<file path="src/rtl/qdiv_seq_pkg.sv">
// Shared definitions for the sequential sign-magnitude fixed-point divider:
// default word format and the controller state encoding.
package qdiv_seq_pkg;

    localparam int QDIV_N = 16;
    localparam int QDIV_Q = QDIV_N - 1;

    typedef enum logic [1:0] {
        QDIV_IDLE = 2'd0,
        QDIV_RUN  = 2'd1,
        QDIV_DONE = 2'd2
    } qdiv_state_e;

endpackage

</file>
<file path="src/rtl/qdiv_step.sv">
// One restoring-division step: shift the next dividend bit into the partial
// remainder, subtract the divisor magnitude if it fits, and report the quotient bit.
module qdiv_step #(
    parameter int N = 16
) (
    input  logic [N-1:0] rem_i,
    input  logic         bit_i,
    input  logic [N-2:0] div_i,
    output logic [N-1:0] rem_o,
    output logic         q_o
);

    logic [N:0] remShift;
    logic [N:0] divExt;

    // The remainder is always below the divisor, so the shifted value fits in N bits;
    // the extra bit only keeps the compare width-clean.
    always_comb begin
        remShift = {rem_i, bit_i};
        divExt   = {2'b00, div_i};
        q_o      = (remShift >= divExt);
        rem_o    = q_o ? N'(remShift - divExt) : N'(remShift);
    end

endmodule

</file>
<file path="src/rtl/qdiv_seq.sv">
// Sequential sign-magnitude Q-format divider (result = a / b), one quotient bit
// per clock, with a start/busy/done handshake and saturation / divide-by-zero flags.
module qdiv_seq
    import qdiv_seq_pkg::*;
#(
    parameter int N = QDIV_N,
    parameter int Q = QDIV_Q
) (
    input  logic         clk,
    input  logic         rst,
    input  logic         start,
    input  logic [N-1:0] a,
    input  logic [N-1:0] b,
    output logic         busy,
    output logic         done,
    output logic [N-1:0] result,
    output logic         ovr,
    output logic         dz
);

    localparam int ITER = N - 1 + Q;
    localparam int CW   = $clog2(ITER);

    qdiv_state_e     state_q, state_d;
    logic [CW-1:0]   cnt_q, cnt_d;
    logic            sgn_q, sgn_d;
    logic [ITER-1:0] dvd_q, dvd_d;
    logic [N-1:0]    rem_q, rem_d;
    logic [ITER-1:0] quo_q, quo_d;
    logic [N-2:0]    bmag_q, bmag_d;
    logic [N-1:0]    result_q, result_d;
    logic            ovr_q, ovr_d;
    logic            dz_q, dz_d;

    logic [N-1:0]    remNext;
    logic            qBit;
    logic [ITER-1:0] quoNext;
    logic [N-2:0]    magNext;
    logic            ovrNext;

    qdiv_step #(.N(N)) u_step (
        .rem_i (rem_q),
        .bit_i (dvd_q[ITER-1]),
        .div_i (bmag_q),
        .rem_o (remNext),
        .q_o   (qBit)
    );

    always_ff @(posedge clk) begin
        if (rst) begin
            state_q  <= QDIV_IDLE;
            cnt_q    <= '0;
            sgn_q    <= 1'b0;
            dvd_q    <= '0;
            rem_q    <= '0;
            quo_q    <= '0;
            bmag_q   <= '0;
            result_q <= '0;
            ovr_q    <= 1'b0;
            dz_q     <= 1'b0;
        end else begin
            state_q  <= state_d;
            cnt_q    <= cnt_d;
            sgn_q    <= sgn_d;
            dvd_q    <= dvd_d;
            rem_q    <= rem_d;
            quo_q    <= quo_d;
            bmag_q   <= bmag_d;
            result_q <= result_d;
            ovr_q    <= ovr_d;
            dz_q     <= dz_d;
        end
    end

    // Any quotient bit above the magnitude field means the result cannot be represented.
    always_comb begin
        quoNext = {quo_q[ITER-2:0], qBit};
        ovrNext = |quoNext[ITER-1:N-1];
        magNext = ovrNext ? {(N-1){1'b1}} : quoNext[N-2:0];
    end

    always_comb begin
        state_d  = state_q;
        cnt_d    = cnt_q;
        sgn_d    = sgn_q;
        dvd_d    = dvd_q;
        rem_d    = rem_q;
        quo_d    = quo_q;
        bmag_d   = bmag_q;
        result_d = result_q;
        ovr_d    = ovr_q;
        dz_d     = dz_q;

        unique case (state_q)
            QDIV_IDLE, QDIV_DONE: begin
                state_d = QDIV_IDLE;
                if (start) begin
                    sgn_d  = a[N-1] ^ b[N-1];
                    dvd_d  = {a[N-2:0], {Q{1'b0}}};
                    rem_d  = '0;
                    quo_d  = '0;
                    bmag_d = b[N-2:0];
                    cnt_d  = CW'(ITER - 1);
                    ovr_d  = 1'b0;
                    dz_d   = 1'b0;
                    // A zero divisor skips the iterations and reports a saturated quotient.
                    if (b[N-2:0] == '0) begin
                        state_d  = QDIV_DONE;
                        dz_d     = 1'b1;
                        result_d = {a[N-1] ^ b[N-1], {(N-1){1'b1}}};
                    end else begin
                        state_d = QDIV_RUN;
                    end
                end
            end
            QDIV_RUN: begin
                rem_d = remNext;
                quo_d = quoNext;
                dvd_d = {dvd_q[ITER-2:0], 1'b0};
                if (cnt_q == '0) begin
                    state_d  = QDIV_DONE;
                    ovr_d    = ovrNext;
                    result_d = {(magNext != '0) & sgn_q, magNext};
                end else begin
                    cnt_d = cnt_q - CW'(1);
                end
            end
            default: state_d = QDIV_IDLE;
        endcase
    end

    assign busy   = (state_q == QDIV_RUN);
    assign done   = (state_q == QDIV_DONE);
    assign result = result_q;
    assign ovr    = ovr_q;
    assign dz     = dz_q;

endmodule

</file>
<file path="config.mk">
export PLATFORM = sky130hd
export DESIGN_NAME = qdiv_seq
export DESIGN_NICKNAME = d
export VERILOG_FILES = /design/src/rtl/qdiv_seq_pkg.sv /design/src/rtl/qdiv_step.sv /design/src/rtl/qdiv_seq.sv
export SDC_FILE = /design/constraint.sdc
export NUM_CORES = 1
export LEC_CHECK = 0
export BUFFER_PORTS_ARGS = -buffer_cell sky130_fd_sc_hd__buf_2
export CORE_MARGIN = 1.5
export CORE_UTILIZATION = 40
export DETAILED_ROUTE_END_ITERATION = 8
export PLACE_DENSITY = 0.61
export SLEW_MARGIN = 20
export SYNTH_ARGS = -nofsm -noshare
export SYNTH_HDL_FRONTEND = slang
export SYNTH_HIERARCHICAL = 1
export SYNTH_SLANG_ARGS = --single-unit
</file>
<file path="constraint.sdc">
create_clock -name clk -period 4.3 [get_ports clk]
set_input_delay 0.86 -clock clk [delete_from_list [all_inputs] [get_ports clk]]
set_output_delay 0.86 -clock clk [all_outputs]
set_load 0.02 [all_outputs]
</file>
Yosys cells after proc, flatten, opt, wreduce, memory -nomap -nowiden

Index checks and enable logic that the tools add are counted.

Register bits after elaboration: 116
Bits in latches: 0
RAM bits: 0
Bits in read-only memories: 0
Input bits: 35
Output and inout port bits: 20
Word-level logic and storage cells: 56
Memories kept: 0

Add/subtract/negate cells: 2
Multipliers: 0
Divide/modulo/power cells: 0
Magnitude comparators: 1
Equality and inequality tests: 6
Shifts and indexed selects: 0
Mux-type cells: 23
Bitwise operators: 2
Reductions and logical operators: 12

Operator list:

| kind                  | number |
|---|---|
| $mux W16              | 5 |
| $pmux W16 S2          | 2 |
| $pmux W30 S2          | 1 |
| $pmux W29 S2          | 1 |
| $mux W30              | 1 |
| $mux W29              | 1 |
| $ge A17 B15 Y1        | 1 |
| $sub A16 B15 Y16      | 1 |
| $logic_not A15 Y1     | 1 |
| $mux W15              | 1 |
| $reduce_bool A15 Y1   | 1 |
| $reduce_or A15 Y1     | 1 |
| $mux W5               | 2 |
| $pmux W5 S2           | 1 |
| $mux W2               | 3 |
| $ne A2 B2 Y1 const B  | 3 |
| $reduce_and A3 Y1     | 2 |
| $logic_not A5 Y1      | 1 |
| $sub A5 B1 Y5 const B | 1 |
| $pmux W2 S2           | 1 |
| $reduce_and A2 Y1     | 2 |
| $reduce_and A4 Y1     | 1 |
| $mux W1               | 3 |
| $eq A2 B1 Y1 const B  | 1 |
| 8 further kinds       | 8 |

Longest topological paths before layout

Gate-level depths: netlist (run 1).

Word-level depth: 6
Mapped depth: 14
Depth with buffers taken out: 11

Cells and area by module

Netlist (run 1), hierarchy kept.

Modules (own cells, without submodules):

| module    | instances | cells each | area an instance (um^2) | sequential area each (um^2) |
|---|---|---|---|---|
| qdiv_seq  | 1         | 421        | 3762.4                  | 2021.9 |
| qdiv_step | 1         | 158        | 1241.2                  | 0.0 |

Worst setup path before layout (run 1)

No wires, ideal clock.

Kind: reg2reg
Start: register bmag_q[8]
End: register result_q[15] (netlist: result[15])
Library setup time: 133 ps
Arrival: 2358 ps
Data required time: 4167 ps
Setup slack: 1809 ps
Stages on the path, launching flop included: 15
Path buffers: 3
Clock period less this slack: 2491 ps
Cells stage by stage: dfxtp_1 inv_1 ha_1 buf_6 and2_4 buf_6 nand4_4 a21oi_4 o311ai_4 nand3_4 buf_6 nor4_1 nand4_1 o211ai_1 a311oi_1

Cells in the longest elaborated chain, start to end: 6

Ends and longest elaborated chain:

| element                | RTL line        | source |
|---|---|---|
| start, declared        | qdiv_seq.sv:30  | `logic [N-2:0] bmag_q, bmag_d;` |
| start signal, assigned | qdiv_seq.sv:68  | `bmag_q <= bmag_d;` |
| $ge A17 B15 Y1         | qdiv_step.sv:21 | `q_o = (remShift >= divExt);` |
| net qBit               | qdiv_seq.sv:36  | `logic qBit;` |
| $mux W15               | qdiv_seq.sv:79  | `magNext = ovrNext ? {(N-1){1'b1}} : quoNext[N-2:0];` |
| $reduce_bool A15 Y1    | qdiv_seq.sv:123 | `result_d = {(magNext != '0) & sgn_q, magNext};` |
| $and A1 B1 Y1          | qdiv_seq.sv:123 |  |
| $mux W16               | qdiv_seq.sv:120 | `if (cnt_q == '0) begin` |
| $pmux W16 S2           | qdiv_seq.sv:94  | `unique case (state_q)` |
| end signal, assigned   | qdiv_seq.sv:69  | `result_q <= result_d;` |
| end, declared          | qdiv_seq.sv:31  | `logic [N-1:0] result_q, result_d;` |

The timed path passes the listed nets, and every way through them passes these cells. The select of a mux whose other input is x is not followed.
A chain may end at the register's enable or synchronous reset.

Worst setup path after layout (run 1)

Start: register dvd_q[29]
End: register rem_q[12]

Cells in the longest elaborated chain, start to end: 3
Elaborated cells between the ends (all ways): 4
Classes of those cells: add/sub: 1; order compare: 1; mux: 2

Ends and longest elaborated chain:

| element                                            | RTL line                         | source |
|---|---|---|
| start, declared                                    | qdiv_seq.sv:27                   | `logic [ITER-1:0] dvd_q, dvd_d;` |
| start signal, assigned                             | qdiv_seq.sv:65                   | `dvd_q <= dvd_d;` |
| $sub A16 B15 Y16 or $ge A17 B15 Y1 (tied branches) | qdiv_step.sv:22, qdiv_step.sv:21 |  |
| $mux W16 (*)                                       | qdiv_step.sv:22                  | `rem_o = q_o ? N'(remShift - divExt) : N'(remShift);` |
| net remNext[12]                                    | qdiv_seq.sv:35                   | `logic [N-1:0] remNext;` |
| $pmux W16 S2 (*)                                   | qdiv_seq.sv:94                   |  |
| end signal, assigned                               | qdiv_seq.sv:66                   | `rem_q <= rem_d;` |
| end, declared                                      | qdiv_seq.sv:28                   | `logic [N-1:0] rem_q, rem_d;` |

The timed path passes the listed nets; every way through them passes the cells marked *.

==> results of run 1 <==
-- routing by layer --
layer	vias up	share of wire (%)	track usage [%]
met3	14	4.7	4.85
met4	0	1.7	5.68
li1	2113	-	-
met2	97	47	30.9
met5	-	0	0
met1	1989	46	23.4
-- cells in the mapped netlist, drive strengths merged (3+ instances only) --
master,n,area (sq um)
xnor2,8,70.1
a21oi,71,378
nor4,9,56.3
clkbuf,16,61.3
nor2b,4,25.0
inv,25,93.8
a211oi,3,22.5
mux2,13,169
dfxtp,101,2020
a21o,5,38.8
ha,17,213
and2,3,21.3
o221a,14,158
nor3,11,55.1
o21ai,7,35.0
nand2,107,402
and2b,3,23.8
nand3,9,57.6
mux2i,4,40.0
buf,22,148
nand2b,3,18.8
nor2,42,176
xor2,4,35.0
o21a,4,30.0
a22oi,34,255
nand4,6,52.6
o211ai,4,48.8
-- worst max-delay path: stages, from the launching register on --
cell	delay, ns
dfxtp_1	0.32
inv_1	0.06
ha_1	0.22
fa_1	0.41
nor2b_1	0.16
o2111ai_1	0.16
a21boi_0	0.66
o2111a_1	0.27
nor3_1	0.06
mux2_4	0.26
a22oi_1	0.16
nor2_1	0.05
-- logic make-up (layout without fill, tap and decap cells) --
kind of cell | count (synthesis) | in the layout | share of synthesized area (%)
DFF | 101 | 101 | 40.4
muxes | 17 | 17 | 4.18
adders and majority gates | 18 | 18 | 4.65
xor gates and xnor gates | 12 | 12 | 2.10
and+or+nand+nor | 209 | 209 | 20.0
buffers and inverters | 63 | 98 | 6.05
AOI/OAI and AO/OA | 159 | 159 | 22.6
-- path summary, 6_finish.rpt --
kind                                              start                      end  slack [ns]  depth (start not counted)
worst max-delay path             dvd_q[29]$_SDFFE_PP0P_   rem_q[12]$_SDFFE_PP0P_        1.35                         11
worst min register to register  bmag_q[14]$_SDFFE_PP0P_  bmag_q[14]$_SDFFE_PP0P_        0.46                          2
worst min-delay path            bmag_q[14]$_SDFFE_PP0P_  bmag_q[14]$_SDFFE_PP0P_        0.46                          2
worst max register to register   dvd_q[29]$_SDFFE_PP0P_   rem_q[12]$_SDFFE_PP0P_        1.35                         11
-- registers in the layout, indices dropped and copies added, names as in the netlist, 2 cells and up --
register  cells
state_q       2
rem_q        16
dvd_q        15
quo_q        29
result       16
bmag_q       15
cnt_q         5
-- power by group --
group          switching, W  total [W]  internal [W]  leakage, nW
clock              0.000356   0.000821      0.000465        0.137
combinational      0.000991    0.00191      0.000922         1.22
sequential        0.0000666    0.00109       0.00102        0.822
-- cell type report --
type / instances / area [sq um] / area share, %
Multi-Input combinational cell: 415 / 2690 / 47.9
Sequential cell: 101 / 2020 / 36.0
Timing Repair Buffer: 58 / 300 / 5.35
Clock buffer: 10 / 239 / 4.26
Tap cell: 168 / 210 / 3.74
Inverter: 25 / 93.8 / 1.67
Clock inverter: 5 / 61.3 / 1.09
-- per-stage QoR --
stage | utilization, % | worst slack (ns)
floorplan | - | 1.81
global placement | 43.9 | 1.45
detailed placement | 43.9 | 1.38
CTS | 46.3 | 1.35
global route | 46.3 | 1.13
finish | 46.3 | 1.35
==> results.yml, run 1 <==
die:
  dieArea_sq_um: 13200
  start_util_pct: 41.3
  rows: 40
  ios: 55
  core_sq_um: 12100
  fp.dieH_um: 115
  die_x_um: 115
cells_and_area:
  fin_nets: 663
  design_area_sq_um: 5610
  diodes: 0
  fin_cells: 782
  final_cell_mix: "nand2_1 (107), dfxtp_1 (101), a21oi_1 (69), buf_2 (54), nor2_1 (40)"
  areaGrowthSynthToFinish_pct: 12.2
  drive_gt1_share_pct: 17.3
  fillers: 1213
  layout_commonest_cell: "nand2_1"
route:
  wl_mm: 11.4
  wl_per_cell_um: 14.6
  vias: 4213
  final_antenna_net_count: 0
  drc: 0
  dr.pass1.iters: 5
  drtIter0Drc: 230
  avgViaCountPerCell: 5.39
grt:
  grt_usage_pct: 18.5
  overflow: 0
  grt_pass1_vias: 4151
  grt_antenna_before_repair: 0
  grt_max_degree: 82
  grt_pass1_wl_mm: 19.5
placement:
  postPlaceCellArea_sq_um: 5310
  gp_congestion: 0.861
  dp_cells: 767
  dp_hpwl_mm: 7.69
  io_buffers: 54
timing:
  timing.hold.ws_ns: 0.456
  clock-skew-final_ns: 0.00650
  rsz0062_at_grt: "false"
  slew_viol_final: 0
  worstMarginPinSlew_ns: 1.05
  period_minus_slack_ns: 2.95
  clock.fmax_mhz: 339
  relSlewSlack_pct: 30.1
  setup_viol: 0
  setup_tns_ns: 0
  hold_violations: 0
  fin_crit_sh_pct: 68.5
yosys:
  syn_inst: 579
  ys_warn_count: 6
  synth_area_sq_um: 5000
  syn_nets: 632
  synthArstFlopShare_pct: 0
  syn_area_per_cell_sq_um: 8.64
  yosys_most_used_dff: "dfxtp_1"
  ys_types: 66
  synth_edf_count: 0
  synth_seq_cells: 101
  ys_seq_area_share_pct: 40.4
power_and_ir_drop:
  power_w: 0.00382
  ir_drop_mv: 0.409
  powerDensity_nw_per_um2: 681
  p_leak_nw: 2.18
setup_path:
  crit_path_start_kind: "flop"
  cp_max_fo: 6
  end_kind: "flop"
  worst-setup-path-type: "reg2reg"
  worstPathRequired_ns: 4.50
  cp.arrival_ns: 3.15
clock_network:
  h-tree-depth: 3
  clock_sinks: 101
  root_buffer: "clkbuf_16"
  path_clk_slew_ns: 0.07
  cts_hold_buffers: 0
  cts.path.max_buffers: 2
  cts_tree: "built"
  clk_latency_ns: 0.35
  post_cts_resized: 0
  numCtsBuffers: 9
  post_cts_buffers: 0
run_status:
  outcome: "completed"
run:
  drv_cap: 0
hold_path:
  hold_path.class: "reg2reg"
(Power assumes the default switching activity.)
==> run 2: changes to the inputs <==
--- a/config.mk
+++ b/config.mk
@@ -9,7 +9,7 @@
 export CORE_MARGIN = 1.5
 export CORE_UTILIZATION = 40
 export DETAILED_ROUTE_END_ITERATION = 8
-export PLACE_DENSITY = 0.61
+export PLACE_DENSITY = 0.63
 export SLEW_MARGIN = 20
 export SYNTH_ARGS = -nofsm -noshare
 export SYNTH_HDL_FRONTEND = slang
==> constraint.sdc (replaced) <==
create_clock -name clk -period 2.6 [get_ports clk]
set_input_delay 0.52 -clock clk [delete_from_list [all_inputs] [get_ports clk]]
set_output_delay 0.52 -clock clk [all_outputs]
set_load 0.02 [all_outputs]
==> run 2 against run 1 <==
Effect of this change:
- register-to-register slack got worse by 1.3 ns
- clock-buffer cell count up 4
- wire length increased by 4.4%
- clock power rose by 60%
- hold slack worse by 0.045 ns
- fmax up 17%
==> results.yml, run 2 (synthesized netlist as in run 1, its figures left out) <==
route:
  avgViaCountPerCell: 5.28
  vias: 4281
  wl_mm: 11.9
  wl_per_cell_um: 14.7
  dr.pass1.iters: 4
  drtIter0Drc: 317
  final_antenna_net_count: 0
  drc: 0
setup_path:
  rrSetupSlack_ns: 0.08
  worstPathRequired_ns: 2.83
  crit_start: "bmag_q[1]$_SDFFE_PP0P_"
  worstReg2RegStart: "bmag_q[1]$_SDFFE_PP0P_"
  cp.arrival_ns: 2.74
  cpMaxStageDelayCell: "dfxtp_2"
  end_kind: "flop"
  worst-setup-path-type: "reg2reg"
  cp_cell_sequence: "inv_2 -> ha_4 -> and2b_1 -> o211ai_2 -> a21oi_4 -> o311ai_4 -> nand3_4 -> buf_12 -> buf_4 -> mux2_2 -> a22oi_1 -> nor2_1"
  rr_worst_depth: 12
  cp-endpoint: "rem_q[3]$_SDFFE_PP0P_"
  max_stage_delay_ns: 0.33
  crit_path_start_kind: "flop"
  cp_max_fo: 8
  r2r_end: "rem_q[3]$_SDFFE_PP0P_"
die:
  fp.dieH_um: 115
  ios: 55
  rows: 40
  core_sq_um: 12100
  start_util_pct: 41.3
  dieArea_sq_um: 13200
  die_x_um: 115
hold_path:
  hold_path.class: "in2reg"
clock_network:
  clk_latency_ns: 0.35
  cts_tree: "built"
  root_buffer: "clkbuf_16"
  cts.path.max_buffers: 2
  numCtsBuffers: 9
  clock_sinks: 101
  path_clk_slew_ns: 0.07
  h-tree-depth: 3
timing:
  fin_crit_sh_pct: 96.8
  clock.fmax_mhz: 397
  clock-skew-final_ns: 0.00934
  period_minus_slack_ns: 2.52
  slew_viol_final: 0
  worstMarginPinSlew_ns: 0.578
  setup_viol: 0
  setup_tns_ns: 0
  hold_violations: 0
  relSlewSlack_pct: 61.4
placement:
  gp_congestion: 0.856
  io_buffers: 54
  dp_hpwl_mm: 8.04
  postPlaceCellArea_sq_um: 5490
power_and_ir_drop:
  power_frac_clock_pct: 18.0
  p_sw_share_pct: 35.2
  p_leak_nw: 2.35
  p_sw_w: 0.00255
  intPower_w: 0.00470
  seq_power_share_pct: 25.1
  ir_drop_mv: 0.699
  comb_power_share_pct: 56.9
  powerDensity_nw_per_um2: 1220
cells_and_area:
  drive_gt1_share_pct: 23.5
  fin_nets: 691
  regMostFlops: "quo_q"
  final_core_util_pct: 49.1
  design_area_sq_um: 5950
  largest_reg_flops: 29
  areaGrowthSynthToFinish_pct: 19.0
  layout_commonest_cell: "nand2_1"
  diodes: 0
  final_cell_mix: "nand2_1 (107), dfxtp_1 (99), a21oi_1 (67), buf_2 (54), nor2_1 (39)"
run:
  drv_cap: 0
grt:
  grt_antenna_before_repair: 0
  grt_pass1_vias: 4094
  overflow: 0
  grt_pass1_wl_mm: 19.6
  grt_usage_pct: 18.5
  grt_max_degree: 55
run_status:
  outcome: "completed"
-- run 2: cell count changes in the layout (fill, tap and decap cells not counted), moves of 3 or more --
cell    previous run  this run
ha_1              17        13
buf_12             0         3
ha_4               0         4
buf_4              4        28
-- run 2: worst max-delay path: cells and delay by family, from the launching register on --
kind / cells / cell delay [ns]
AO/OA/AOI/OAI: 4 / 0.83
buffers and inverters: 3 / 0.37
AND/OR/NAND/NOR: 3 / 0.37
flip-flops: 1 / 0.33
multiplexers: 1 / 0.28
adder cells (fa/ha/maj): 1 / 0.20
-- run 2: timing repair --
action / in CTS / in global routing
resized for setup: 0 / 25
buffers inserted: 0 / 8
setup endpoints to repair: 0 / 15
hold buffers: 0 / 0
-- run 2: stage by stage --
step / worst slack (ns) / hold slack [ns] / std cells / total power (W)
CTS: 0.0315 / 0.398 / 803 / 0.00661
global placement: 0.116 / 0.444 / 787 / 0.00522
floorplan: 0.109 / 0.436 / 579 / 0.00456
global route: -0.0448 / 0.420 / 811 / 0.00771
finish: 0.0833 / 0.411 / 811 / 0.00725
detailed placement: 0.0445 / 0.449 / 787 / 0.00528
-- run 2: final cells by class --
class                   count  area (sq um)
well taps                 168           210
inverters                  25          93.8
clock inverters             2          16.3
repair buffers             86           552
fillers                  1197          6160
clock buffers              14           274
multi-input cells         415          2780
flip-flops and latches    101          2020
-- run 2: per-layer routing --
metal / share of wire (%) / routed length [um] / vias to the layer above / track usage, %
met5: 0 / 0 / - / 0
met4: 1.6 / 189 / 0 / 7.16
met3: 4.0 / 472 / 14 / 3.95
met2: 47 / 5610 / 73 / 30.3
met1: 47 / 5660 / 2025 / 23.8
li1: - / - / 2169 / -
-- run 2: worst min path at each step --
stage                                 startpoint                endpoint  slack [ns]  cells after the start
after global placement    dvd_q[27]$_SDFFE_PP0P_  dvd_q[27]$_SDFFE_PP0P_        0.44                      2
final                                       b[8]  bmag_q[8]$_SDFFE_PP0P_        0.41                      3
after CTS                                   b[8]  bmag_q[8]$_SDFFE_PP0P_        0.40                      3
after detailed placement  quo_q[28]$_SDFFE_PP0P_  quo_q[28]$_SDFFE_PP0P_        0.45                      2
after global routing                        b[4]  bmag_q[4]$_SDFFE_PP0P_        0.42                      3
after floorplan           quo_q[28]$_SDFFE_PP0P_  quo_q[28]$_SDFFE_PP0P_        0.44                      2
-- run 2: power groups by stage --
| stage | clock network, W | registers (W) | logic [W] |
|---|---|---|---|
| after floorplan | 0 | 0.00183 | 0.00273 |
| after global placement | 0 | 0.00184 | 0.00338 |
| after detailed placement | 0 | 0.00184 | 0.00344 |
| after CTS | 0.00135 | 0.00181 | 0.00346 |
| after global routing | 0.00140 | 0.00184 | 0.00448 |
| final | 0.00131 | 0.00182 | 0.00413 |
